**src/rtl/fifo_arb_pkg.sv**
```systemverilog
// Shared types and sizing helpers for the FIFO write-side arbiter and its
// round-robin picker.
package fifo_arb_pkg;

    typedef enum logic {
        IDLE  = 1'b0,
        GRANT = 1'b1
    } arb_state_e;

    localparam int BURST_MAX_DEFAULT = 4;

    // Index width for n producers; a single producer still needs one bit.
    function automatic int idx_width(input int n);
        return (n > 1) ? $clog2(n) : 1;
    endfunction

    // Beat counter must hold 0..burst_max inclusive.
    function automatic int beat_width(input int burst_max);
        return $clog2(burst_max + 1);
    endfunction

endpackage

```
**src/rtl/fifo_write_arbiter_if.sv**
```systemverilog
// Producer-side request/data bus plus the FIFO write port, shared by the
// producers/FIFO (master) and the arbiter (slave).
interface fifo_write_arbiter_if #(
    parameter int NUM_REQ    = 4,
    parameter int DATA_WIDTH = 8
);
    logic [NUM_REQ-1:0]            req;
    logic [NUM_REQ*DATA_WIDTH-1:0] wdata;
    logic [NUM_REQ-1:0]            gnt;
    logic                          fifo_full;
    logic                          fifo_en_write;
    logic [DATA_WIDTH-1:0]         fifo_data_in;

    modport master (
        output req, wdata, fifo_full,
        input  gnt, fifo_en_write, fifo_data_in
    );

    modport slave (
        input  req, wdata, fifo_full,
        output gnt, fifo_en_write, fifo_data_in
    );
endinterface

```
**src/rtl/rr_picker.sv**
```systemverilog
// Combinational round-robin picker: first set request at or after the
// pointer, wrapping modulo NUM_REQ.
module rr_picker
    import fifo_arb_pkg::*;
#(
    parameter int NUM_REQ = 4,
    parameter int IDX_W   = idx_width(NUM_REQ)
) (
    input  logic [NUM_REQ-1:0] req_i,
    input  logic [IDX_W-1:0]   rr_ptr_i,
    output logic               found_o,
    output logic [IDX_W-1:0]   idx_o
);
    logic [IDX_W-1:0] cand;

    // NOTE: every output and temporary gets a default before the loop, so no
    // path through this block can leave a value held (no latch inferred).
    always_comb begin
        found_o = 1'b0;
        idx_o   = '0;
        cand    = '0;
        // Walk offsets from far to near so the nearest requester wins last.
        for (int k = NUM_REQ - 1; k >= 0; k--) begin
            cand = IDX_W'((int'(rr_ptr_i) + k) % NUM_REQ);
            if (req_i[cand]) begin
                found_o = 1'b1;
                idx_o   = cand;
            end
        end
    end

endmodule

```
**src/rtl/fifo_write_arbiter.sv**
```systemverilog
// Round-robin arbiter sharing the single FIFO write port between NUM_REQ
// producers, with bounded bursts and full back-pressure.
module fifo_write_arbiter
    import fifo_arb_pkg::*;
#(
    parameter int NUM_REQ    = 4,
    parameter int DATA_WIDTH = 8,
    parameter int BURST_MAX  = BURST_MAX_DEFAULT
) (
    input  logic                          clk,
    input  logic                          reset,
    fifo_write_arbiter_if.slave           bus,
    output logic                          busy,
    output logic [idx_width(NUM_REQ)-1:0] owner
);
    localparam int                IDX_W     = idx_width(NUM_REQ);
    localparam int                BEAT_W    = beat_width(BURST_MAX);
    localparam logic [IDX_W-1:0]  LAST_IDX  = IDX_W'(NUM_REQ - 1);
    localparam logic [BEAT_W-1:0] LAST_BEAT = BEAT_W'(BURST_MAX - 1);

    arb_state_e        state_q;
    logic [IDX_W-1:0]  owner_q;
    logic [IDX_W-1:0]  rr_ptr_q;
    logic [BEAT_W-1:0] beats_q;

    logic              pick_found;
    logic [IDX_W-1:0]  pick_idx;
    logic [IDX_W-1:0]  next_ptr;
    logic              owner_req;
    logic              accept;
    logic              release_now;

    rr_picker #(
        .NUM_REQ (NUM_REQ),
        .IDX_W   (IDX_W)
    ) u_picker (
        .req_i    (bus.req),
        .rr_ptr_i (rr_ptr_q),
        .found_o  (pick_found),
        .idx_o    (pick_idx)
    );

    assign owner_req   = bus.req[owner_q];
    // A full FIFO defers the word, so a full stall on the last beat never releases.
    assign accept      = (state_q == GRANT) && owner_req && !bus.fifo_full && !reset;
    assign release_now = (accept && (beats_q == LAST_BEAT)) || !owner_req;
    assign next_ptr    = (owner_q == LAST_IDX) ? '0 : owner_q + IDX_W'(1);

    assign busy  = (state_q == GRANT);
    assign owner = owner_q;

    always_comb begin
        bus.gnt           = '0;
        bus.fifo_en_write = 1'b0;
        bus.fifo_data_in  = '0;
        if (accept) begin
            bus.gnt[owner_q]  = 1'b1;
            bus.fifo_en_write = 1'b1;
            bus.fifo_data_in  = bus.wdata[int'(owner_q)*DATA_WIDTH +: DATA_WIDTH];
        end
    end

    // NOTE: state is updated with non-blocking assignments so every register
    // samples the pre-edge values of its peers, independent of statement order.
    always_ff @(posedge clk) begin
        if (reset) begin
            state_q  <= IDLE;
            owner_q  <= '0;
            rr_ptr_q <= '0;
            beats_q  <= '0;
        end else begin
            case (state_q)
                IDLE: begin
                    if (pick_found) begin
                        owner_q <= pick_idx;
                        beats_q <= '0;
                        state_q <= GRANT;
                    end
                end
                GRANT: begin
                    if (accept) begin
                        beats_q <= beats_q + BEAT_W'(1);
                    end
                    if (release_now) begin
                        state_q  <= IDLE;
                        rr_ptr_q <= next_ptr;
                    end
                end
                default: state_q <= IDLE;
            endcase
        end
    end

endmodule
```
**src/flat_wrapper.sv**
```systemverilog
// flat-port wrapper written by rule: the top's interface ports become plain ports
module fifo_write_arbiter_flat import fifo_arb_pkg::*;
#(
    parameter int NUM_REQ    = 4,
    parameter int DATA_WIDTH = 8,
    parameter int BURST_MAX  = BURST_MAX_DEFAULT
)
  (clk, reset, busy, owner, bus_req, bus_wdata, bus_fifo_full, bus_gnt, bus_fifo_en_write, bus_fifo_data_in);
  fifo_write_arbiter_if #(.NUM_REQ(NUM_REQ), .DATA_WIDTH(DATA_WIDTH)) bus_i ();
  input  logic clk;
  input  logic reset;
  output logic busy;
  output logic [idx_width(NUM_REQ)-1:0] owner;
  input wire logic [$bits(bus_i.req)-1:0] bus_req;
  input wire logic [$bits(bus_i.wdata)-1:0] bus_wdata;
  input wire logic [$bits(bus_i.fifo_full)-1:0] bus_fifo_full;
  output wire logic [$bits(bus_i.gnt)-1:0] bus_gnt;
  output wire logic [$bits(bus_i.fifo_en_write)-1:0] bus_fifo_en_write;
  output wire logic [$bits(bus_i.fifo_data_in)-1:0] bus_fifo_data_in;
  assign bus_i.req = bus_req;
  assign bus_i.wdata = bus_wdata;
  assign bus_i.fifo_full = bus_fifo_full;
  assign bus_gnt = bus_i.gnt;
  assign bus_fifo_en_write = bus_i.fifo_en_write;
  assign bus_fifo_data_in = bus_i.fifo_data_in;
  fifo_write_arbiter #(.NUM_REQ(NUM_REQ), .DATA_WIDTH(DATA_WIDTH), .BURST_MAX(BURST_MAX)) u_core (.clk(clk), .reset(reset), .bus(bus_i), .busy(busy), .owner(owner));
endmodule
```
**config.mk**
```make
export PLATFORM = sky130hd
export DESIGN_NAME = fifo_write_arbiter_flat
export DESIGN_NICKNAME = d
export VERILOG_FILES = /design/src/rtl/fifo_arb_pkg.sv /design/src/rtl/fifo_write_arbiter_if.sv /design/src/rtl/rr_picker.sv /design/src/rtl/fifo_write_arbiter.sv /design/src/flat_wrapper.sv
export SDC_FILE = /design/constraint.sdc
export NUM_CORES = 1
export LEC_CHECK = 0
export BUFFER_PORTS_ARGS = -buffer_cell sky130_fd_sc_hd__clkbuf_2
export CORE_MARGIN = 2
export CORE_UTILIZATION = 41
export CTS_CLUSTER_SIZE = 10
export DETAILED_ROUTE_END_ITERATION = 7
export GPL_TIMING_DRIVEN = 0
export PLACE_DENSITY_LB_ADDON = 0.2
export SYNTH_ARGS = -nofsm -noshare
export SYNTH_HDL_FRONTEND = slang
export SYNTH_SLANG_ARGS = --single-unit
export TNS_END_PERCENT = 20
```
**constraint.sdc**
```tcl
create_clock -name clk -period 2.2 [get_ports clk]
set_input_delay 0.22 -clock clk [delete_from_list [all_inputs] [get_ports clk]]
set_output_delay 0.22 -clock clk [all_outputs]
set_load 0.005 [all_outputs]
```
* Word-level counts from Yosys, hierarchy flattened
Cells that the tools add are included.
** Storage, ports and cells
- Flip-flop bits (word level) :: 8
- Latch bits :: 0
- Memory bits (writable) :: 0
- ROM bits :: 0
- Bits of input ports :: 39
- Output and inout port bits :: 16
- Word-level logic and storage cells :: 63
- Memories :: 0
** Cells by class
- $add $sub $neg :: 5
- Multiply operators :: 0
- Div/mod/pow operators :: 0
- $lt $le $gt $ge :: 6
- Equality and inequality tests :: 4
- Shift operators :: 1
- Muxes and demuxes :: 30
- Bitwise logic cells :: 1
- Reductions and logical operators :: 12
** Operator list (count)
- $shiftx 32x6->8 :: 1
- $lt 2x3->1 const B :: 5
- $mux 1 :: 13
- $bmux 1 s2 :: 5
- $mux 2 :: 5
- $mux 8 :: 1
- $mux 3 :: 2
- $pmux 3 s2 :: 1
- $reduce_and 2->1 :: 3
- $logic_and 1x1->1 :: 5
- $add 2x1->2 const B :: 2
- $add 2x2->2 const B :: 2
- $mux 4 :: 1
- $add 3x1->3 const B :: 1
- $eq 3x2->1 const B :: 1
- $logic_not 1->1 :: 3
- $demux 1 s2 :: 1
- $eq 2x2->1 const B :: 1
- $ge 2x1->1 const B :: 1
- $ne 2x1->1 const B :: 1
- $ne 2x2->1 const B :: 1
- $pmux 1 s2 :: 1
- $logic_or 1x1->1 :: 1
- $not 1->1 :: 1

* Depth between registers and ports, before layout
Gate-level depths: netlist of run 1.
- Depth after elaboration :: 9
- Mapped depth :: 6
- Gate-level depth less buffers :: 6

* By module
A second synthesis of run 1 with hierarchy kept.
** Second synthesis, totals
- Cell total of the unflattened synthesis :: 86
- Area, all modules :: 857.1 um^2
** By module, submodules not included
- fifo_write_arbiter :: instances 1, cells each 73, area an instance 779.5 um^2, seq. area each 160.2 um^2
- rr_picker :: instances 1, cells each 13, area an instance 77.6 um^2, seq. area each 0.0 um^2

* Worst setup path before layout of run 1
No wires, ideal clock.
- Kind :: flip-flop to output port
- Start :: reg u_core.owner_q[0], in the netlist u_core.owner[0]
- End :: out bus_fifo_data_in[0]
- Arrival :: 1.452 ns
- Data required time :: 1.980 ns
- Setup slack :: 0.528 ns
- Cell stages (with the launch flop) :: 4
- Path buffers :: 1
- Cells stage by stage :: dfxtp_1 buf_2 mux4_2 and2_1
** Between the ends
- Cells in the longest elaborated chain, start to end :: 6
- Elaborated cells on any way between the ends :: 7
- Those cells by class :: 1 x shift; 3 x mux; 3 x reduce/logical
** RTL lines
- from (decl) :: line fifo_write_arbiter.sv:22 : logic [IDX_W-1:0] owner_q;
- from (signal assigned) :: line fifo_write_arbiter.sv:75 : owner_q <= pick_idx;
- parallel branches: the longest is 5 deep, another holds $shiftx 32x6->8
- $mux 8 (*) :: line fifo_write_arbiter.sv:56 : if (accept) begin
- to (decl) :: line flat_wrapper.sv:19 : output wire logic [$bits(bus_i.fifo_data_in)-1:0] bus_fifo_data_in;
Every way passes the cells marked *. The select of a mux whose other input is x is not followed.

* Worst setup path after layout of run 1
- Start :: reg u_core.owner_q[1], in the netlist u_core.owner[1]
- End :: out bus_gnt[1]
** Between the ends
- Cells in the longest elaborated chain, start to end :: 6
- Elaborated cells on any way between the ends :: 11
- Those cells by class :: 2 x order compare; 5 x mux; 4 x reduce/logical
** RTL lines
- parallel branches: the longest is 5 deep, another holds $lt 2x3->1
- $mux 4 (*) :: line fifo_write_arbiter.sv:56
- to (decl) :: line flat_wrapper.sv:17 : output wire logic [$bits(bus_i.gnt)-1:0] bus_gnt;
Marks and branches as above.

==> out/results.md, run 1 <==
| Stage | Item | Value |
|:---|:---|:---|
| clock network | Clock Tree Root | clkbuf_4 |
| worst setup path | Worst path arrival time | 1820 ps |
| synth | Fraction of synthesized cell area in xor and xnor cells | 0% |
| sta | Total Neg Setup Slack | 0 ps |
| pwr | Clock share of power | 24.5% |
| synth | Combined area of all synthesized cells | 835 um2 |
| floorplanning | Total die area | 2410 um2 |
| finish | Final nets | 184 |
| grt | Initial antenna violation count | 0 |
| pwr | Share of total power consumed by net switching | 28.9% |
| synth | Number of warnings issued by yosys | 0 |
| sta | Setup repair after global routing missed its margin | false |
| grt | Tot GR Track Use | 17.1% |
| floorplanning | Row Count | 16 |
| pwr | Power share of the sequential group | 39.0% |
| worst hold path | Worst min-delay path class | in2reg |
| synth | Post-synth cell types | 32 |
| synth | Post-synthesis sequential area ratio | 19.2% |
| finish | Sequential cell area | 161 um2 |
| floorplanning | Die outline height | 49.1 um |
| sta | Least-Margin Pin Slew | 282 ps |
| drt | # DRC | 0 |
| drt | WL final | 2.13 mm |
| drt | Via count of the routed design | 866 |
| pwr | Switching power summed over all nets | 124 uW |
| finish | Commonest cells after routing, fill and taps aside | 53 x clkbuf_2, 11 x and2_1, 9 x mux4_2 |
| run | Max-capacitance violation count | 0 |
| synth | Syn_nets | 126 |
| synth | Post-synthesis register bit count | 8 |
| clock network | Total clock buffers created by CTS | 3 |
| synth | Adder and majority cell fraction of the synthesized area | 9.00% |
| clock network | Clock tree from TritonCTS | yes |
| pwr | Static leakage | 0.571 nW |
| clock network | CTS max path bufs | 2 |
| floorplanning | Total core area | 1940 um2 |
| worst setup path | Startpoint kind of the worst setup timing path | register |
| sta | Worst slew margin relative to its limit | 81.0% |
| place | Area post-placement | 1130 um2 |
| sta | Final Max Tran Viols | 0 |
| finish | Most common library cell in the layout ignoring fill and taps | clkbuf_2 |
| synth | Share of cell area taken by muxes after synthesis | 27.0% |
| sta | Share of the cycle needed by the critical path after routing | 92.7% |
| place | DPL Wire Length | 1.78 mm |
| finish | Fraction of layout cells with a size suffix above 1 | 54.7% |
| clock network | Num Clock Sinks | 8 |
| grt | Vias in the first global route | 799 |
| pwr | Cell internal power dissipation | 307 uW |
| sta | Peak Freq | 0.491 GHz |
| synth | Largest family of logic cells by synthesized area | multiplexers |
| drt | Routed wire length per instance | 13.0 um |
| clock network | Number of post-CTS setup repair buffers | 0 |
| worst setup path | CP Class | reg2out |
| finish | Fill cell count | 197 |
| drt | Vias per inst | 5.28 |
| grt | Wire length of the first global-routing pass | 3.35 mm |
| pwr | Worst VDD drop | 356 uV |
| floorplanning | Die width | 49.1 um |
| floorplanning | I/O pin count | 55 |
| worst setup path | Req. time, crit path | 1980 ps |
| synth | Post-Syn Area per Cell | 10.3 um2 |
| place | GPL Wtd Cong | 0.852 |
| drt | Antenna violation net count after detailed routing | 0 |
| synth | Area fraction in compound gates after synthesis | 15.7% |
| drt | Starting DRT DRC Count | 6 |
| clock network | H-tree levels | 1 |
| floorplanning | Starting density of the core | 43.0% |
| finish | Area of all placed cells without fillers | 1160 um2 |
| sta | Minimum period implied by the final worst setup slack | 2040 ps |
| finish | Combined area of the multi-input logic cells | 616 um2 |
| sta | Final Hold Vio Count | 0 |
| place | Input/output buffers | 53 |
| pwr | Portion of total power attributed to combinational logic | 36.5% |
| clock network | Cts-stage hold buffer count | 0 |
| sta | Final worst clock skew | 0.842 ps |
| sta | # setup viols final | 0 |
| clock network | Clock insertion delay at the later pin of the skew report | 240 ps |
| drt | Drt first pass iters | 4 |
| finish | Number of antenna diodes | 0 |
| clock network | Clock transition at path regs | 50 ps |
| finish | Syn-to-layout area delta | 39.0% |
| synth | Post-synthesis simple-gate area fraction | 22.0% |
| grt | Overflow left after global routing | 0 |
| pwr | Ratio of total power to cell area | 372 nW/um2 |
| grt | Maximum number of pins on one net before global-route repair | 11 |
| status | Status | complete, no violations |
| worst setup path | Critical path capture point type | primary output |
| synth | Syn Inst Count | 81 |
| worst setup path | Maximum net fanout on the critical path | 10 |
==> critical path: stages (launching register included) <==
cell and delay (ps):
dfxtp_1 430, mux4_2 560, nand3b_4 140, nor2_2 70, buf_6 130, and2_4 140, clkbuf_2 100
==> power by group through the flow <==
stage | clock network [mW] | registers, mW | logic [mW]
2_1_floorplan | 0 | 0.168 | 0.0973
3_3_place_gp | 0 | 0.170 | 0.152
3_5_place_dp | 0 | 0.171 | 0.159
4_1_cts | 0.111 | 0.168 | 0.159
5_1_grt | 0.124 | 0.170 | 0.173
6_report | 0.106 | 0.168 | 0.157
==> area by class of cell <==
class	count	share of cell area (%)
sequential	8	13.9
clock buffer	3	1.94
multi-input combinational	61	53.1
tap	27	2.91
buffer	4	2.70
timing repair buffer	53	22.9
inverter	8	2.59
==> synth_stat cells (all sizes together) <==
library cell,count,area [um2]
and2,12,77.6
mux4,9,203
dfxtp,8,160
inv,8,30.0
ha,6,75.1
buf,4,28.8
a21oi,3,15.0
nand2,3,11.3
o221ai,3,26.3
and3,2,17.5
mux2,2,22.5
nand4,2,12.5
nor2,2,10.0
o311ai,2,17.5
o31ai,2,15.0
o41ai,2,17.5
a211o,1,8.76
a31o,1,8.76
a41o,1,10.0
nand2b,1,6.26
nand3b,1,20.0
nor2b,1,6.26
nor3b,1,7.51
o211ai,1,7.51
o21ai,1,5.00
or3,1,6.26
or3b,1,8.76
==> flip-flops by register name (all words and copies together), names as in the netlist <==
register         flops
u_core.beats_q       3
u_core.rr_ptr_q      2
u_core.busy          1
u_core.owner         2
==> routing by layer <==
metal / part of all wire, % / vias to the layer above / track usage, %
met5: 0 / - / 0
met4: 0 / 0 / 4.29
met3: 7.6 / 0 / 3.37
met2: 54 / 32 / 34.0
met1: 38 / 409 / 17.9
li1: - / 425 / -
==> logic make-up (layout without fill, tap and decap cells) <==
logic type      Yosys count  in the layout
simple gates             27             27
compound gates           17             17
buf+inv                  12             68
mux                      11             11
flops                     8              8
fa+ha+maj                 6              6
==> what timing repair did <==
action / 4_1_cts / 5_1_grt
hold endpoints to repair: 0 / 0
setup endpoints to repair: 0 / 7
resized for setup: 0 / 2
==> worst paths after layout <==
check | start | depth (start not counted) | endpoint | slack (ps)
max | u_core.owner[1]$_SDFFE_PP0P_ | 6 | bus_gnt[1] | 160
min | reset | 2 | u_core.owner[0]$_SDFFE_PP0P_ | 210
max reg2reg | u_core.owner[1]$_SDFFE_PP0P_ | 4 | u_core.beats_q[1]$_SDFFE_PP0P_ | 710
min reg2reg | u_core.beats_q[2]$_SDFFE_PP0P_ | 2 | u_core.beats_q[2]$_SDFFE_PP0P_ | 470
==> per-stage QoR <==
stage | util, % | worst slack, ps | hold WS [ps] | instances | power (mW)
after floorplan | - | 528 | 421 | 81 | 0.265
after global placement | 58.4 | 337 | 458 | 161 | 0.323
after detailed placement | 58.4 | 289 | 464 | 161 | 0.329
after CTS | 59.5 | 23.3 | 206 | 164 | 0.438
after global routing | 59.7 | 29.6 | 198 | 164 | 0.467
final | 59.7 | 162 | 207 | 164 | 0.431
No activity file was read; power rests on OpenSTA's default activity.
==> run 2: changes to the inputs <==
==> constraint.sdc (replaced) <==
create_clock -name clk -period 2.2 [get_ports clk]
set_input_delay 0.33 -clock clk [delete_from_list [all_inputs] [get_ports clk]]
set_output_delay 0.33 -clock clk [all_outputs]
set_load 0.005 [all_outputs]
==> out/results.md, run 2 (same netlist as run 1, synthesis figures left out) <==
| Stage | Item | Value |
|:---|:---|:---|
| finish | Final nets | 184 |
| worst setup path | Capture instance of the worst register-to-register path | u_core.rr_ptr_q[0]$_SDFFE_PP0P_ |
| sta | Final Max Tran Viols | 0 |
| grt | Wire length of the first global-routing pass | 3.35 mm |
| finish | Fill cell count | 197 |
| clock network | Clock tree from TritonCTS | yes |
| finish | Count of placed standard cells in the final layout, fillers left out | 164 |
| finish | Area of all placed cells without fillers | 1160 um2 |
| pwr | Static leakage | 0.572 nW |
| worst setup path | Startpoint kind of the worst setup timing path | register |
| status | Status | complete, no violations |
| pwr | Worst VDD drop | 356 uV |
| clock network | H-tree levels | 1 |
| finish | Most common library cell in the layout ignoring fill and taps | clkbuf_2 |
| worst setup path | Maximum net fanout on the critical path | 10 |
| floorplanning | I/O pin count | 55 |
| clock network | Clock insertion delay at the later pin of the skew report | 240 ps |
| pwr | Portion of total power attributed to combinational logic | 36.5% |
| sta | Minimum period implied by the final worst setup slack | 2080 ps |
| grt | Tot GR Track Use | 17.1% |
| pwr | Power share of the sequential group | 39.0% |
| worst setup path | Setup slack, reg-to-reg | 730 ps |
| clock network | Number of post-CTS setup repair buffers | 0 |
| sta | Share of the cycle needed by the critical path after routing | 94.4% |
| clock network | Num Clock Sinks | 8 |
| finish | Register with the highest flop count | u_core.beats_q |
| place | Input/output buffers | 53 |
| place | GPL Wtd Cong | 0.852 |
| pwr | Final Power | 432 uW |
| grt | Vias in the first global route | 799 |
| sta | Total Neg Setup Slack | 0 ps |
| drt | Via count of the routed design | 867 |
| worst setup path | Req. time, crit path | 1870 ps |
| pwr | Ratio of total power to cell area | 372 nW/um2 |
| finish | End-of-flow core utilization | 59.8% |
| clock network | PostCTS Resize Cnt | 1 |
| run | Max-capacitance violation count | 0 |
| drt | Drt first pass iters | 4 |
| sta | Final Hold Vio Count | 0 |
| sta | Setup repair after global routing missed its margin | false |
| floorplanning | Row Count | 16 |
| pwr | Clock share of power | 24.4% |
| finish | Max FFs per register | 3 |
| place | Placed cell count | 161 |
| place | DPL Wire Length | 1.78 mm |
| worst hold path | Worst min-delay path class | in2reg |
| floorplanning | Die outline height | 49.1 um |
| sta | Final worst clock skew | 0.725 ps |
| worst setup path | Critical path capture point type | primary output |
| floorplanning | Die width | 49.1 um |
| sta | Worst slew margin relative to its limit | 81.0% |
| sta | Least-Margin Pin Slew | 282 ps |
| pwr | Switching power summed over all nets | 124 uW |
| worst hold path | Hold Path Stages | 2 |
| grt | Initial antenna violation count | 0 |
| floorplanning | Total die area | 2410 um2 |
| worst setup path | Worst path arrival time | 1750 ps |
| finish | Syn-to-layout area delta | 39.1% |
| drt | Antenna violation net count after detailed routing | 0 |
| sta | # setup viols final | 0 |
| pwr | Share of total power consumed by net switching | 28.8% |
| finish | Number of antenna diodes | 0 |
| clock network | Total clock buffers created by CTS | 3 |
| drt | WL final | 2.12 mm |
| clock network | CTS max path bufs | 2 |
| worst setup path | CP startpoint | u_core.owner[1]$_SDFFE_PP0P_ |
| sta | Final critical-path setup slack | 123 ps |
| worst setup path | Critical register-to-register path startpoint | u_core.owner[0]$_SDFFE_PP0P_ |
| grt | Maximum number of pins on one net before global-route repair | 11 |
| drt | Vias per inst | 5.29 |
| floorplanning | Total core area | 1940 um2 |
| drt | Starting DRT DRC Count | 6 |
| clock network | Clock Tree Root | clkbuf_4 |
| clock network | Clock transition at path regs | 50 ps |
| worst setup path | CP Class | reg2out |
| grt | Overflow left after global routing | 0 |
| sta | Peak Freq | 0.481 GHz |
| finish | Fraction of layout cells with a size suffix above 1 | 55.5% |
| pwr | Cell internal power dissipation | 307 uW |
| worst setup path | Setup crit end | bus_gnt[1] |
| clock network | Cts-stage hold buffer count | 0 |
| drt | # DRC | 0 |
| floorplanning | Starting density of the core | 43.0% |
| place | Area post-placement | 1130 um2 |
| finish | Commonest cells after routing, fill and taps aside | 53 x clkbuf_2, 11 x and2_1, 9 x mux4_2 |
| drt | Routed wire length per instance | 13.0 um |
| sta | Final hold slack | 312 ps |
| worst setup path | Worst reg2reg path depth | 4 |
| place | Worst-case setup slack after placement | 179 ps |
[run 2: changes by cell type in the layout (fill, tap and decap cells not counted), sizes merged]
cell / before / now
clkbuf: 57 / 56
buf: 3 / 4
[run 2: critical path, stage by stage (launching register included)]
cell	delay [ps]
dfxtp_2	380
mux4_2	540
nand3b_4	140
nor2_2	70
buf_6	130
and2_4	140
clkbuf_2	100
[run 2: layout make-up]
| cell class | count | area (um2) | share of cell area, % |
|---|---|---|---|
| Sequential cell | 8 | 163 | 14.0 |
| Multi-Input combinational cell | 61 | 616 | 53.0 |
| Timing Repair Buffer | 53 | 265 | 22.8 |
| Clock buffer | 3 | 22.5 | 1.94 |
| Buffer | 4 | 31.3 | 2.69 |
| Inverter | 8 | 30.0 | 2.59 |
| Tap cell | 27 | 33.8 | 2.91 |
[run 2: how the worst min path moves through the flow]
stage | startpoint | to | slack, ps
after floorplan | u_core.beats_q[0]$_SDFFE_PP0P_ | u_core.beats_q[0]$_SDFFE_PP0P_ | 450
after global placement | u_core.beats_q[2]$_SDFFE_PP0P_ | u_core.beats_q[2]$_SDFFE_PP0P_ | 460
after detailed placement | u_core.beats_q[2]$_SDFFE_PP0P_ | u_core.beats_q[2]$_SDFFE_PP0P_ | 460
after CTS | reset | u_core.owner[1]$_SDFFE_PP0P_ | 320
after global routing | reset | u_core.owner[1]$_SDFFE_PP0P_ | 300
final | reset | u_core.owner[1]$_SDFFE_PP0P_ | 310
[run 2: power groups by stage]
stage	Clock (mW)	Combinational (mW)	Sequential, mW
final	0.106	0.158	0.169
after global routing	0.124	0.173	0.171
after CTS	0.111	0.160	0.168
after detailed placement	0	0.159	0.171
after global placement	0	0.152	0.170
after floorplan	0	0.0973	0.168
[run 2: per-layer routing]
layer	track usage [%]	routed length [um]	up-vias
li1	-	-	425
met3	3.37	161	0
met5	0	0	-
met2	34.0	1160	32
met4	4.29	0	0
met1	17.9	802	410
==> run 3: changes to the inputs <==
--- a/config.mk
+++ b/config.mk
@@ -6,10 +6,12 @@
 export NUM_CORES = 1
 export LEC_CHECK = 0
 export BUFFER_PORTS_ARGS = -buffer_cell sky130_fd_sc_hd__clkbuf_2
+export CORE_ASPECT_RATIO = 1.4
 export CORE_MARGIN = 2
 export CORE_UTILIZATION = 41
 export CTS_CLUSTER_SIZE = 10
 export DETAILED_ROUTE_END_ITERATION = 7
+export GPL_ROUTABILITY_DRIVEN = 0
 export GPL_TIMING_DRIVEN = 0
 export PLACE_DENSITY_LB_ADDON = 0.2
 export SYNTH_ARGS = -nofsm -noshare
==> out/results.md, run 3 (same netlist as run 1, synthesis figures left out) <==
| Stage | Item | Value |
|:---|:---|:---|
| place | Placed cell count | 155 |
| worst hold path | Hold Path Stages | 2 |
| floorplanning | Starting density of the core | 42.8% |
| clock network | Total clock buffers created by CTS | 3 |
| sta | Worst slew margin relative to its limit | 81.7% |
| clock network | Num Clock Sinks | 8 |
| worst hold path | Worst min-delay path class | in2reg |
| finish | Register with the highest flop count | u_core.beats_q |
| sta | Final Hold Vio Count | 0 |
| drt | # DRC | 0 |
| finish | Final nets | 184 |
| floorplanning | Die outline height | 57.4 um |
| drt | WL final | 2.17 mm |
| grt | Wire length of the first global-routing pass | 3.57 mm |
| run | Max-capacitance violation count | 0 |
| sta | Least-Margin Pin Slew | 271 ps |
| drt | Antenna violation net count after detailed routing | 0 |
| worst setup path | Maximum net fanout on the critical path | 10 |
| drt | Vias per inst | 5.65 |
| sta | Minimum period implied by the final worst setup slack | 2090 ps |
| worst setup path | Capture instance of the worst register-to-register path | u_core.rr_ptr_q[1]$_SDFFE_PP0P_ |
| worst setup path | Critical path capture point type | primary output |
| pwr | Ratio of total power to cell area | 378 nW/um2 |
| finish | Number of antenna diodes | 0 |
| drt | Starting DRT DRC Count | 29 |
| clock network | Clock transition at path regs | 50 ps |
| finish | End-of-flow core utilization | 59.3% |
| grt | Tot GR Track Use | 19.4% |
| floorplanning | Total die area | 2420 um2 |
| sta | Total Neg Setup Slack | 0 ps |
| clock network | Number of post-CTS setup repair buffers | 0 |
| place | Input/output buffers | 53 |
| pwr | Static leakage | 0.572 nW |
| sta | Final Max Tran Viols | 0 |
| finish | Syn-to-layout area delta | 38.5% |
| clock network | Cts-stage hold buffer count | 0 |
| drt | Drt first pass iters | 4 |
| drt | Routed wire length per instance | 13.7 um |
| worst setup path | Req. time, crit path | 1870 ps |
| grt | Overflow left after global routing | 0 |
| floorplanning | Die width | 42.1 um |
| finish | Max FFs per register | 3 |
| finish | Fraction of layout cells with a size suffix above 1 | 55.5% |
| sta | Peak Freq | 0.478 GHz |
| clock network | H-tree levels | 1 |
| grt | Maximum number of pins on one net before global-route repair | 11 |
| worst setup path | CP Class | reg2out |
| floorplanning | Total core area | 1950 um2 |
| status | Status | complete, no violations |
| finish | Count of placed standard cells in the final layout, fillers left out | 158 |
| worst setup path | Worst reg2reg path depth | 4 |
| sta | Final worst clock skew | 6.31 ps |
| sta | Setup repair after global routing missed its margin | false |
| drt | Via count of the routed design | 893 |
| place | DPL Wire Length | 1.86 mm |
| sta | # setup viols final | 0 |
| floorplanning | Row Count | 19 |
| worst hold path | End of the worst hold path | u_core.owner[1]$_SDFFE_PP0P_ |
| grt | Vias in the first global route | 831 |
| grt | Initial antenna violation count | 0 |
| worst setup path | Worst path arrival time | 1760 ps |
| clock network | Clock tree from TritonCTS | yes |
| sta | Final critical-path setup slack | 107 ps |
| place | Worst-case setup slack after placement | 160 ps |
| worst setup path | Critical register-to-register path startpoint | u_core.owner[0]$_SDFFE_PP0P_ |
| worst hold path | Origin of the worst min-delay path | reset |
| pwr | Worst VDD drop | 409 uV |
| finish | Most common library cell in the layout ignoring fill and taps | clkbuf_2 |
| worst setup path | Startpoint kind of the worst setup timing path | register |
| finish | Commonest cells after routing, fill and taps aside | 53 x clkbuf_2, 11 x and2_1, 9 x mux4_2 |
| clock network | Clock Tree Root | clkbuf_4 |
| clock network | Clock insertion delay at the later pin of the skew report | 260 ps |
| floorplanning | I/O pin count | 55 |
| sta | Share of the cycle needed by the critical path after routing | 95.1% |
| clock network | CTS max path bufs | 2 |
| worst setup path | Setup slack, reg-to-reg | 710 ps |
[run 3: cell types whose count changed in the layout (fill, tap and decap cells not counted)]
cell     before  now
dfxtp_2       2    1
dfxtp_4       0    1
[run 3: repair_timing]
item / CTS / global route
pin swaps: 0 / 0
gates resized for setup: 3 / 1
endpoints found under the setup margin: 9 / 5
[run 3: report_power, final]
group | internal [mW] | switching, mW
combinational | 0.0908 | 0.0662
sequential | 0.154 | 0.0147
clock | 0.0624 | 0.0494
total | 0.307 | 0.130
[run 3: critical path, cell delays in order (launching register included)]
cell,delay (ps)
dfxtp_4,380
mux4_2,540
nand3b_4,140
nor2_2,60
buf_6,130
and2_4,140
clkbuf_2,100
[run 3: layer usage]
layer,GRT usage (%),vias up,wire length [um]
li1,-,427,-
met1,17.6,424,754
met2,38.2,37,1190
met3,3.80,5,175
met4,11.6,0,45
met5,0,-,0
[run 3: cell type report]
type / instances / area [um2]
clock buffers: 3 / 22.5
inverters: 8 / 30.0
well taps: 21 / 26.3
plain buffers: 4 / 31.3
multi-input cells: 61 / 616
fillers: 180 / 793
flip-flops and latches: 8 / 165
repair buffers: 53 / 265
[run 3: how the worst max path moves through the flow]
stage / startpoint / end
floorplan: u_core.owner[0]$_SDFFE_PP0P_ / bus_fifo_data_in[0]
global placement: u_core.owner[0]$_SDFFE_PP0P_ / bus_fifo_data_in[2]
detailed placement: u_core.owner[0]$_SDFFE_PP0P_ / bus_fifo_data_in[7]
CTS: u_core.owner[1]$_SDFFE_PP0P_ / bus_gnt[1]
global route: u_core.owner[1]$_SDFFE_PP0P_ / bus_gnt[1]
finish: u_core.owner[1]$_SDFFE_PP0P_ / bus_gnt[1]
[run 3: through the flow]
stage / cell area (um2) / power [mW] / hold slack, ps
final: 1160 / 0.437 / 302
after global routing: 1160 / 0.464 / 302
after CTS: 1150 / 0.445 / 297
after detailed placement: 1130 / 0.329 / 476
after global placement: 1130 / 0.323 / 460
after floorplan: 835 / 0.265 / 447
